$ cat src/rtl/muldiv_iter_unit.sv
`default_nettype none
// ============================================================================
//  Module   : muldiv_iter_unit
//  Purpose  : Iterative RV32M/RV64M multiply/divide unit. Radix-2 datapath,
//             one bit per cycle, with valid/ready handshakes on both sides.
//  Revision : 1.0 - initial release
// ============================================================================
module muldiv_iter_unit #(
  parameter int XLEN  = 32,
  parameter int TAG_W = 5
) (
  input  logic             clk,
  input  logic             rst_n,
  input  logic             req_valid,
  output logic             req_ready,
  input  logic [2:0]       req_funct3,
  input  logic [XLEN-1:0]  req_rs1,
  input  logic [XLEN-1:0]  req_rs2,
  input  logic [TAG_W-1:0] req_tag,
  input  logic             flush,
  output logic             resp_valid,
  input  logic             resp_ready,
  output logic [XLEN-1:0]  resp_data,
  output logic [TAG_W-1:0] resp_tag
);

  localparam int CNT_W = $clog2(XLEN) + 1;
  localparam logic [CNT_W-1:0] C_LAST_ITER = CNT_W'(XLEN - 1);
  localparam logic [XLEN-1:0]  C_INT_MIN   = {1'b1, {(XLEN-1){1'b0}}};

  localparam logic [2:0] C_F3_MUL    = 3'b000;
  localparam logic [2:0] C_F3_MULH   = 3'b001;
  localparam logic [2:0] C_F3_MULHSU = 3'b010;
  localparam logic [2:0] C_F3_DIV    = 3'b100;
  localparam logic [2:0] C_F3_REM    = 3'b110;

  typedef enum logic [1:0] {
    S_IDLE = 2'd0,
    S_CALC = 2'd1,
    S_FIX  = 2'd2,
    S_DONE = 2'd3
  } state_t;

  // --------------------------------------------------------------------------
  // Registered state
  // --------------------------------------------------------------------------
  state_t               state_q;
  logic [CNT_W-1:0]     cnt_q;
  logic [2:0]           funct3_q;
  logic [TAG_W-1:0]     tag_q;
  logic                 neg_q;       // result (quotient/product/remainder) needs negation
  logic [XLEN-1:0]      op_q;        // multiplicand magnitude or divisor magnitude
  logic [2*XLEN-1:0]    acc_q;       // mul: {hi, multiplier}; div: {remainder, quotient}
  logic                 resp_valid_q;
  logic [XLEN-1:0]      resp_data_q;
  logic [TAG_W-1:0]     resp_tag_q;

  // --------------------------------------------------------------------------
  // Request decode and operand conditioning (used only in the accept cycle)
  // --------------------------------------------------------------------------
  logic              w_req_is_div;
  logic              w_a_signed;
  logic              w_b_signed;
  logic              w_neg_a;
  logic              w_neg_b;
  logic [XLEN-1:0]   w_mag_a;
  logic [XLEN-1:0]   w_mag_b;
  logic              w_div_zero;
  logic              w_div_ovf;
  logic              w_special;
  logic [XLEN-1:0]   w_special_data;
  logic              w_neg_res;

  // Classify the incoming op, form magnitudes and detect divide special cases
  always_comb begin
    w_req_is_div = req_funct3[2];
    w_a_signed   = (req_funct3 == C_F3_MULH) || (req_funct3 == C_F3_MULHSU) ||
                   (req_funct3 == C_F3_DIV)  || (req_funct3 == C_F3_REM);
    w_b_signed   = (req_funct3 == C_F3_MULH) || (req_funct3 == C_F3_DIV) ||
                   (req_funct3 == C_F3_REM);
    w_neg_a      = w_a_signed & req_rs1[XLEN-1];
    w_neg_b      = w_b_signed & req_rs2[XLEN-1];
    // Negating INT_MIN yields INT_MIN, which is the correct unsigned magnitude.
    w_mag_a      = w_neg_a ? (~req_rs1 + 1'b1) : req_rs1;
    w_mag_b      = w_neg_b ? (~req_rs2 + 1'b1) : req_rs2;

    w_div_zero   = w_req_is_div && (req_rs2 == '0);
    w_div_ovf    = w_req_is_div && !req_funct3[0] &&
                   (req_rs1 == C_INT_MIN) && (req_rs2 == {XLEN{1'b1}});
    w_special    = w_div_zero || w_div_ovf;

    // funct3[1] distinguishes remainder ops from quotient ops.
    w_special_data = '0;
    if (w_div_zero) begin
      w_special_data = req_funct3[1] ? req_rs1 : {XLEN{1'b1}};
    end else if (w_div_ovf) begin
      w_special_data = req_funct3[1] ? '0 : req_rs1;
    end

    // Remainder follows the dividend's sign; quotient and product use the XOR.
    w_neg_res = (w_req_is_div && req_funct3[1]) ? w_neg_a : (w_neg_a ^ w_neg_b);
  end

  // --------------------------------------------------------------------------
  // One radix-2 iteration of each datapath
  // --------------------------------------------------------------------------
  logic [XLEN:0]     w_mul_sum;
  logic [2*XLEN-1:0] w_mul_step_d;
  logic [XLEN:0]     w_div_shift;
  logic [XLEN:0]     w_div_diff;
  logic              w_div_ge;
  logic [XLEN-1:0]   w_div_rem;
  logic [2*XLEN-1:0] w_div_step_d;

  // Shift-add multiply step and restoring shift-subtract divide step
  always_comb begin
    // Add multiplicand into the upper half when the current multiplier bit is
    // set, then shift the whole accumulator right; the carry lands on top.
    w_mul_sum    = {1'b0, acc_q[2*XLEN-1:XLEN]} +
                   (acc_q[0] ? {1'b0, op_q} : {(XLEN+1){1'b0}});
    w_mul_step_d = {w_mul_sum, acc_q[XLEN-1:1]};

    // Bring the next dividend bit into the partial remainder and try the
    // subtraction; a clear top bit of the difference means no borrow.
    w_div_shift  = {acc_q[2*XLEN-1:XLEN], acc_q[XLEN-1]};
    w_div_diff   = w_div_shift - {1'b0, op_q};
    w_div_ge     = ~w_div_diff[XLEN];
    w_div_rem    = w_div_ge ? w_div_diff[XLEN-1:0] : w_div_shift[XLEN-1:0];
    w_div_step_d = {w_div_rem, acc_q[XLEN-2:0], w_div_ge};
  end

  // --------------------------------------------------------------------------
  // Sign fix-up and result selection
  // --------------------------------------------------------------------------
  logic [2*XLEN-1:0] w_prod_fix;
  logic [XLEN-1:0]   w_quo;
  logic [XLEN-1:0]   w_rem;
  logic [XLEN-1:0]   w_fix_data_d;

  // Apply the latched sign to the raw magnitude result and pick the output word
  always_comb begin
    w_prod_fix = neg_q ? (~acc_q + 1'b1) : acc_q;
    w_quo      = acc_q[XLEN-1:0];
    w_rem      = acc_q[2*XLEN-1:XLEN];
    if (funct3_q[2]) begin
      if (funct3_q[1]) begin
        w_fix_data_d = neg_q ? (~w_rem + 1'b1) : w_rem;
      end else begin
        w_fix_data_d = neg_q ? (~w_quo + 1'b1) : w_quo;
      end
    end else if (funct3_q == C_F3_MUL) begin
      w_fix_data_d = w_prod_fix[XLEN-1:0];
    end else begin
      w_fix_data_d = w_prod_fix[2*XLEN-1:XLEN];
    end
  end

  // --------------------------------------------------------------------------
  // Control FSM with registered response outputs
  // --------------------------------------------------------------------------
  // Sequence accept, iterate, fix-up and response hold; flush aborts anything
  always_ff @(posedge clk or negedge rst_n) begin
    if (!rst_n) begin
      state_q      <= S_IDLE;
      cnt_q        <= '0;
      funct3_q     <= '0;
      tag_q        <= '0;
      neg_q        <= 1'b0;
      op_q         <= '0;
      acc_q        <= '0;
      resp_valid_q <= 1'b0;
      resp_data_q  <= '0;
      resp_tag_q   <= '0;
    end else if (flush) begin
      state_q      <= S_IDLE;
      cnt_q        <= '0;
      resp_valid_q <= 1'b0;
    end else begin
      case (state_q)
        S_IDLE: begin
          if (req_valid) begin
            funct3_q <= req_funct3;
            tag_q    <= req_tag;
            neg_q    <= w_neg_res;
            cnt_q    <= '0;
            if (w_req_is_div) begin
              op_q  <= w_mag_b;
              acc_q <= {{XLEN{1'b0}}, w_mag_a};
            end else begin
              op_q  <= w_mag_a;
              acc_q <= {{XLEN{1'b0}}, w_mag_b};
            end
            if (w_special) begin
              // Result is final now; valid is raised on the following edge.
              resp_data_q <= w_special_data;
              resp_tag_q  <= req_tag;
              state_q     <= S_DONE;
            end else begin
              state_q     <= S_CALC;
            end
          end
        end
        S_CALC: begin
          acc_q <= funct3_q[2] ? w_div_step_d : w_mul_step_d;
          cnt_q <= cnt_q + 1'b1;
          if (cnt_q == C_LAST_ITER) begin
            state_q <= S_FIX;
          end
        end
        S_FIX: begin
          resp_data_q  <= w_fix_data_d;
          resp_tag_q   <= tag_q;
          resp_valid_q <= 1'b1;
          state_q      <= S_DONE;
        end
        S_DONE: begin
          if (!resp_valid_q) begin
            resp_valid_q <= 1'b1;
          end else if (resp_ready) begin
            resp_valid_q <= 1'b0;
            state_q      <= S_IDLE;
          end
        end
        default: begin
          state_q      <= S_IDLE;
          resp_valid_q <= 1'b0;
        end
      endcase
    end
  end

  assign req_ready  = (state_q == S_IDLE);
  assign resp_valid = resp_valid_q;
  assign resp_data  = resp_data_q;
  assign resp_tag   = resp_tag_q;

endmodule
`default_nettype wire

$ cat config.mk
export PLATFORM = sky130hd
export DESIGN_NAME = muldiv_iter_unit
export DESIGN_NICKNAME = d
export VERILOG_FILES = /design/src/rtl/muldiv_iter_unit.sv
export SDC_FILE = /design/constraint.sdc
export NUM_CORES = 1
export LEC_CHECK = 0
export BUFFER_PORTS_ARGS = -buffer_cell sky130_fd_sc_hd__buf_2
export CORE_UTILIZATION = 55
export DETAILED_ROUTE_END_ITERATION = 12
export PLACE_DENSITY = 0.81
export REMOVE_ABC_BUFFERS = 1
export SLEW_MARGIN = 40
export SYNTH_ARGS = -nofsm -noshare
export SYNTH_HDL_FRONTEND = slang
export SYNTH_SLANG_ARGS = --single-unit
$ cat constraint.sdc
create_clock -name clk -period 10.5 [get_ports clk]
set_clock_uncertainty 0.15 [all_clocks]
set_input_delay 1.05 -clock clk [delete_from_list [all_inputs] [get_ports clk]]
set_output_delay 1.05 -clock clk [all_outputs]
set_load 0.02 [all_outputs]
### Word level (Yosys, flattened, before mapping)

Cells that the tools add are included.

| operators by class | value |
|---|---|
| bitwise gates (word level) | 10 |
| reductions and logical operators | 24 |
| eq/ne operators | 16 |
| muxes and demuxes | 40 |
| $add $sub $neg | 8 |

Operators by type and width:

| operator | count |
|---|---|
| two-way mux 32 bit | 17 |
| two-way mux 64 bit | 3 |
| adder 32 x 1 -> 32 bit, second input constant | 4 |
| inverter 32 bit | 4 |
| one-hot mux 64 bit (2 select lines) | 1 |
| adder 64 x 1 -> 64 bit, second input constant | 1 |
| == test 32 bit, second input constant | 2 |
| inverter 64 bit | 1 |
| one-hot mux 32 bit (2 select lines) | 1 |
| adder 32 x 32 -> 33 bit | 1 |
| subtractor 33 x 32 -> 33 bit | 1 |
| zero test 32 bit | 1 |
| two-way mux 2 bit | 6 |
| two-way mux 6 bit | 2 |
| one-hot mux 6 bit (2 select lines) | 1 |
| two-way mux 5 bit | 2 |
| one-hot mux 5 bit (2 select lines) | 1 |
| inequality test 3 bit, second input constant | 3 |
| one-hot mux 2 bit (4 select lines) | 1 |
| AND reduction 4 bit | 2 |
| adder 6 x 1 -> 6 bit, second input constant | 1 |
| == test 3 bit, second input constant | 2 |
| == test 6 x 5 -> 1 bit, second input constant | 1 |
| logical OR 1 bit | 6 |
| other kinds (20) | 33 |

| storage, ports and cells | value |
|---|---|
| bits of input ports | 77 |
| word-level logic and storage cells | 108 |
| bits in registers | 151 |

### Depth between registers and ports, before layout

| logic depth | value |
|---|---|
| depth after elaboration | 9 |
| mapped depth | 15 |
| gate-level depth less buffers | 14 |

### Worst setup path before layout

Ideal clock, no wire load.

| timing | value |
|---|---|
| path type | input to register |
| from | input port req_rs2[9] |
| to | register resp_data_q[16], in the netlist resp_data[16] |
| cell stages on the path | 11 |
| library setup time | 0.131 ns |
| path buffers | 2 |
| path slack | 6.621 ns |
| arrival time | 3.598 ns |
| path through | or4_1 or4_1 clkbuf_1 nor3_2 nand2_1 nor4_1 or2_1 a21oi_1 clkbuf_1 a2111oi_1 nor2_1 |

| between the ends | value |
|---|---|
| cells in the longest elaborated chain, start to end | 7 |

Ends and longest elaborated chain:

| item | RTL line | text |
|---|---|---|
| start, declared | 18 | `input logic [XLEN-1:0] req_rs2,` |
| == test 32 bit | 89 | `(req_rs1 == C_INT_MIN) && (req_rs2 == {XLEN{1'b1}});` |
| logical AND 1 bit | 89 |  |
| two-way mux 32 bit | 96 | `end else if (w_div_ovf) begin` |
| two-way mux 32 bit | 94 | `if (w_div_zero) begin` |
| two-way mux 32 bit | 193 | `if (w_special) begin` |
| two-way mux 32 bit | 181 | `if (req_valid) begin` |
| one-hot mux 32 bit (2 select lines) | 179 | `case (state_q)` |
| end signal, assigned | 195 | `resp_data_q <= w_special_data;` |
| end signal, assigned | 211 | `resp_data_q <= w_fix_data_d;` |
| end, declared | 55 | `logic [XLEN-1:0] resp_data_q;` |

Several ways; a longest one is shown, not always the timed one. The select of a mux whose other input is x is not followed.
A chain may end at the register's enable or synchronous reset.

### Worst setup path in the final report

| timing | value |
|---|---|
| from | register acc_q[32] |
| to | register acc_q[62] |

| between the ends | value |
|---|---|
| cells in the longest elaborated chain, start to end | 4 |

Ends and longest elaborated chain:

| item | RTL line | text |
|---|---|---|
| start, declared | 53 | `logic [2*XLEN-1:0] acc_q;` |
| start signal, assigned | 188 | `acc_q <= {{XLEN{1'b0}}, w_mag_a};` |
| start signal, assigned | 191 | `acc_q <= {{XLEN{1'b0}}, w_mag_b};` |
| start signal, assigned | 204 | `acc_q <= funct3_q[2] ? w_div_step_d : w_mul_step_d;` |
| subtractor 33 x 32 -> 33 bit | 126 | `w_div_diff = w_div_shift - {1'b0, op_q};` |
| two-way mux 32 bit | 128 | `w_div_rem = w_div_ge ? w_div_diff[XLEN-1:0] : w_div_shift[XLEN-1:0];` |
| two-way mux 64 bit (*) | 204 |  |
| one-hot mux 64 bit (2 select lines) (*) | 179 |  |

Mark *: on every way between the ends. The rest lies on a longest branch, timed or not.

==> metrics.md <==
| Metric | Value |
|---|---|
| Status | `finished clean` |
| R2R setup slack | `5.86 ns` |
| Final Max Tran Viols | `0` |
| Crit share post-route | `44.2%` |
| Internal power | `0.00263 W` |
| Setup WS pre-CTS | `between 5 and 6 ns` |
| Worst path cell trace | `inv_1, fa_1, nand2b_1, a21oi_1, o21ai_0, a21boi_0, o2111ai_1, a211o_1, nand2_1, buf_4, mux2_2, a22oi_1, nand3_1` |
| Static Leak | `7.38 nW` |
| Full die area | `just under 30,000 µm²` |
| Setup bufs post-CTS | `0` |
| Critical Path Start | `acc_q[32]$_DFFE_PN0P_` |
| CTS Sinks | `151` |
| Critical path's largest stage delay | `0.60 ns` |
| Combinational share of power | `66.5%` |
| Share of the yosys chip area belonging to registers | `around a quarter` |
| GR Util All Layers | `37.0%` |
| Area Overhead vs Synth | `8.55%` |
| Rel. slew slack | `44.6%` |
| Total CTS buffers | `17` |
| Routed wire length | `53,200 µm` |
| Vias in the first global route | `14,900` |
| Worst vdd ir | `0.199 mV` |
| Post-route worst setup slack | `roughly 5.9 ns` |
| Ys async rst share | `100%` |
| Hold crit path type | `register to register` |
| Crit. End Element | `register` |
| Distinct cell type count after synthesis | `84` |
| Slew @ Worst Pin | `0.822 ns` |
| Worst r2r dst | `acc_q[62]$_DFFE_PN0P_` |
| Post_cts resized | `0` |
| GPL Wtd Cong | `1.11` |
| Die W | `170 µm` |
| Proportion of power drawn by flip-flops and latches | `a little over a fifth` |
| Mapped Cells | `2,091` |
| Per-cell routed wire length | `21.3 µm` |
| Initial antenna violation count | `1` |
| Clock slew at reported path FFs | `0.06 ns` |
| Drt drc | `0` |
| Post-Layout Cell Count | `around 2,500` |
| Most common cell after layout, fill and taps aside | `nor2_1` |
| DR vias/cell | `6.55` |
| Vert. Die Dim | `170 µm` |
| Placed Area | `approximately 16,000 µm²` |
| Net Switching | `around 0.003 W` |
| Hold Path Stages | `2` |
| Final setup violating endpoints | `0` |
| H-tree depth | `4` |
| Commonest cells after routing, fill and taps aside | `nor2_1 (247), nand2_1 (230), o21ai_0 (215), a21oi_1 (160), dfrtp_1 (149)` |
| Share of cells above drive strength 1 | `11.2%` |
| Core Area | `27,800 µm²` |
| Worst EP required | `10.67 ns` |
| First-pass GRT wire length | `82,500 µm` |
| Placed cells | `2,458` |
| Site row count | `61` |
| EDFF count, synth | `0` |
| DP HPWL | `39,800 µm` |
| Max Cap Viol | `0` |
| Nets | `2,253` |
| Grt ovf | `0` |
| Setup TNS | `0 ns` |
| Synthesized area | `between 15,000 and 20,000 µm²` |
| CTS tree | `yes` |
| Root Driver | `clkbuf_16` |
| Antenna Violating Nets Remaining | `0` |
| Clk Latency, worst-skew pair | `0.45 ns` |
| R2R depth | `13` |
| Clock power share | `11.6%` |
| Synthesized area per cell | `7.42 µm²` |
| Prevailing post-synth register cell | `dfrtp_1` |
| Fmax | `around 220 MHz` |
| Synth warnings | `0` |
| Crit Path Max Fanout | `37` |
| Worst path slowest cell | `a21boi_0` |
| Hold path endpoint | `resp_data[2]$_DFFE_PN0P_` |
| FF-to-FF Start | `acc_q[32]$_DFFE_PN0P_` |
| I/O Buffers | `115` |
| Initial Util | `55.9%` |
| P per Cell Area | `335 nW/µm²` |
| Via count | `between 15,000 and 20,000` |
| Final instance area | `16,800 µm²` |
| Largest net degree at the start of global routing | `90` |
| Initial DRC Count | `~1,700` |
| DR pass1 iterations | `7` |
| Crit path arrival time | `4.80 ns` |
| Clk buf depth | `2` |
| Post-route minimum period | `between 4 and 5 ns` |
| Crit Path Class | `register to register` |
| Design Power | `around 0.0056 W` |
| Hold Vio Cnt, Final | `0` |
| Fill cell instance count of the final layout | `2,551` |
| Seq cells post-synth | `151` |
| Setup crit start kind | `register` |
| Hold_sp | `resp_data[2]$_DFFE_PN0P_` |
| Cts hold-fix bufs | `0` |
| Sw Ratio | `roughly 53%` |
| RSZ-0062 raised after global routing | `no` |
| I/O pin cnt | `roughly 120` |
## layer usage
layer / up-vias / part of all wire [%] / track usage, %
met5: - / 0 / 0
met4: 0 / 4.0 / 15.2
met3: 159 / 11 / 8.19
met2: 917 / 45 / 58.0
met1: 7708 / 40 / 49.3
li1: 7542 / - / -
## cells in the mapped netlist (all sizes together), types with 8 or more instances
master / number / area share, %
a21boi: 8 / 0.39
o41ai: 19 / 1.1
a21oi: 162 / 5.3
xnor2: 96 / 5.4
mux2i: 35 / 2.3
mux2: 32 / 2.3
nor2b: 16 / 0.64
and2: 12 / 0.49
o211ai: 18 / 0.87
o21bai: 16 / 0.77
dfrtp: 151 / 24
nor2: 248 / 6.0
nand4: 20 / 0.81
ha: 74 / 6.0
nand3: 31 / 1.0
nand2b: 18 / 0.73
nor4: 17 / 0.78
or3: 27 / 1.1
nand2: 232 / 5.6
o21ai: 218 / 7.0
o31ai: 21 / 1.0
xor2: 89 / 5.0
inv: 71 / 1.7
or4: 17 / 0.88
a22oi: 18 / 0.87
or2: 9 / 0.36
o221ai: 17 / 0.96
clkbuf: 119 / 2.9
a21o: 47 / 2.3
o21a: 11 / 0.53
nor3: 28 / 0.94
a211oi: 41 / 2.0
a31oi: 37 / 1.5
buf: 27 / 0.81
## state kept, by name, summed over array words and instances (netlist names)
signal      cells
resp_data      32
op_q           32
tag_q           5
neg_q           1
acc_q          64
resp_valid      1
state_q         2
cnt_q           6
resp_tag        5
funct3_q        3
## power by group through the flow
stage / registers [W] / logic [W] / clock network [W]
floorplan: 0.00118 / 0.00259 / 0
global placement: 0.00121 / 0.00357 / 0
detailed placement: 0.00122 / 0.00362 / 0
CTS: 0.00121 / 0.00365 / 0.000650
global route: 0.00126 / 0.00408 / 0.000673
finish: 0.00124 / 0.00375 / 0.000652
## stage by stage
| stage | utilization [%] | hold WS, ns |
|---|---|---|
| CTS | 60.4 | 0.322 |
| finish | 60.7 | 0.319 |
| floorplan | - | 0.295 |
| global placement | 58.2 | 0.299 |
| detailed placement | 58.3 | 0.308 |
| global route | 60.6 | 0.339 |
## critical path, delay by kind of cell, from the launching register on
kind / cells / cell delay (ns)
buf+inv: 2 / 0.69
mux: 1 / 0.40
fa+ha+maj: 1 / 0.48
flops: 1 / 0.51
compound gates: 6 / 1.89
simple gates: 3 / 0.36
## cell families after synthesis
| logic type | Yosys count | share of synthesized area (%) |
|---|---|---|
| AND/OR/NAND/NOR | 703 | 20.8 |
| AO/OA/AOI/OAI | 691 | 28.0 |
| adder cells (fa/ha/maj) | 76 | 6.22 |
| XOR/XNOR | 185 | 10.4 |
| flip-flops | 151 | 24.3 |
| buffers and inverters | 217 | 5.42 |
| multiplexers | 68 | 4.72 |
## final cells by class
class / count / area (µm²) / area share, %
Tap cell: 378 / 473 / 2.81
Timing Repair Buffer: 136 / 776 / 4.60
Antenna cell: 1 / 2.50 / 0.0149
Inverter: 71 / 267 / 1.58
Clock inverter: 11 / 148 / 0.876
Sequential cell: 151 / 3780 / 22.4
Multi-Input combinational cell: 1723 / 10900 / 65.0
Clock buffer: 20 / 457 / 2.71
## how the worst max path moves through the flow
stage / endpoint / depth (start not counted) / slack (ns)
2_1_floorplan: resp_data[30]$_DFFE_PN0P_ / 9 / 5.89
3_3_place_gp: resp_data[9]$_DFFE_PN0P_ / 11 / 5.83
3_5_place_dp: resp_data[10]$_DFFE_PN0P_ / 11 / 5.61
4_1_cts: acc_q[63]$_DFFE_PN0P_ / 14 / 5.89
5_1_grt: acc_q[62]$_DFFE_PN0P_ / 14 / 5.57
6_report: acc_q[62]$_DFFE_PN0P_ / 13 / 5.86
No activity file was read; power rests on OpenSTA's default activity.
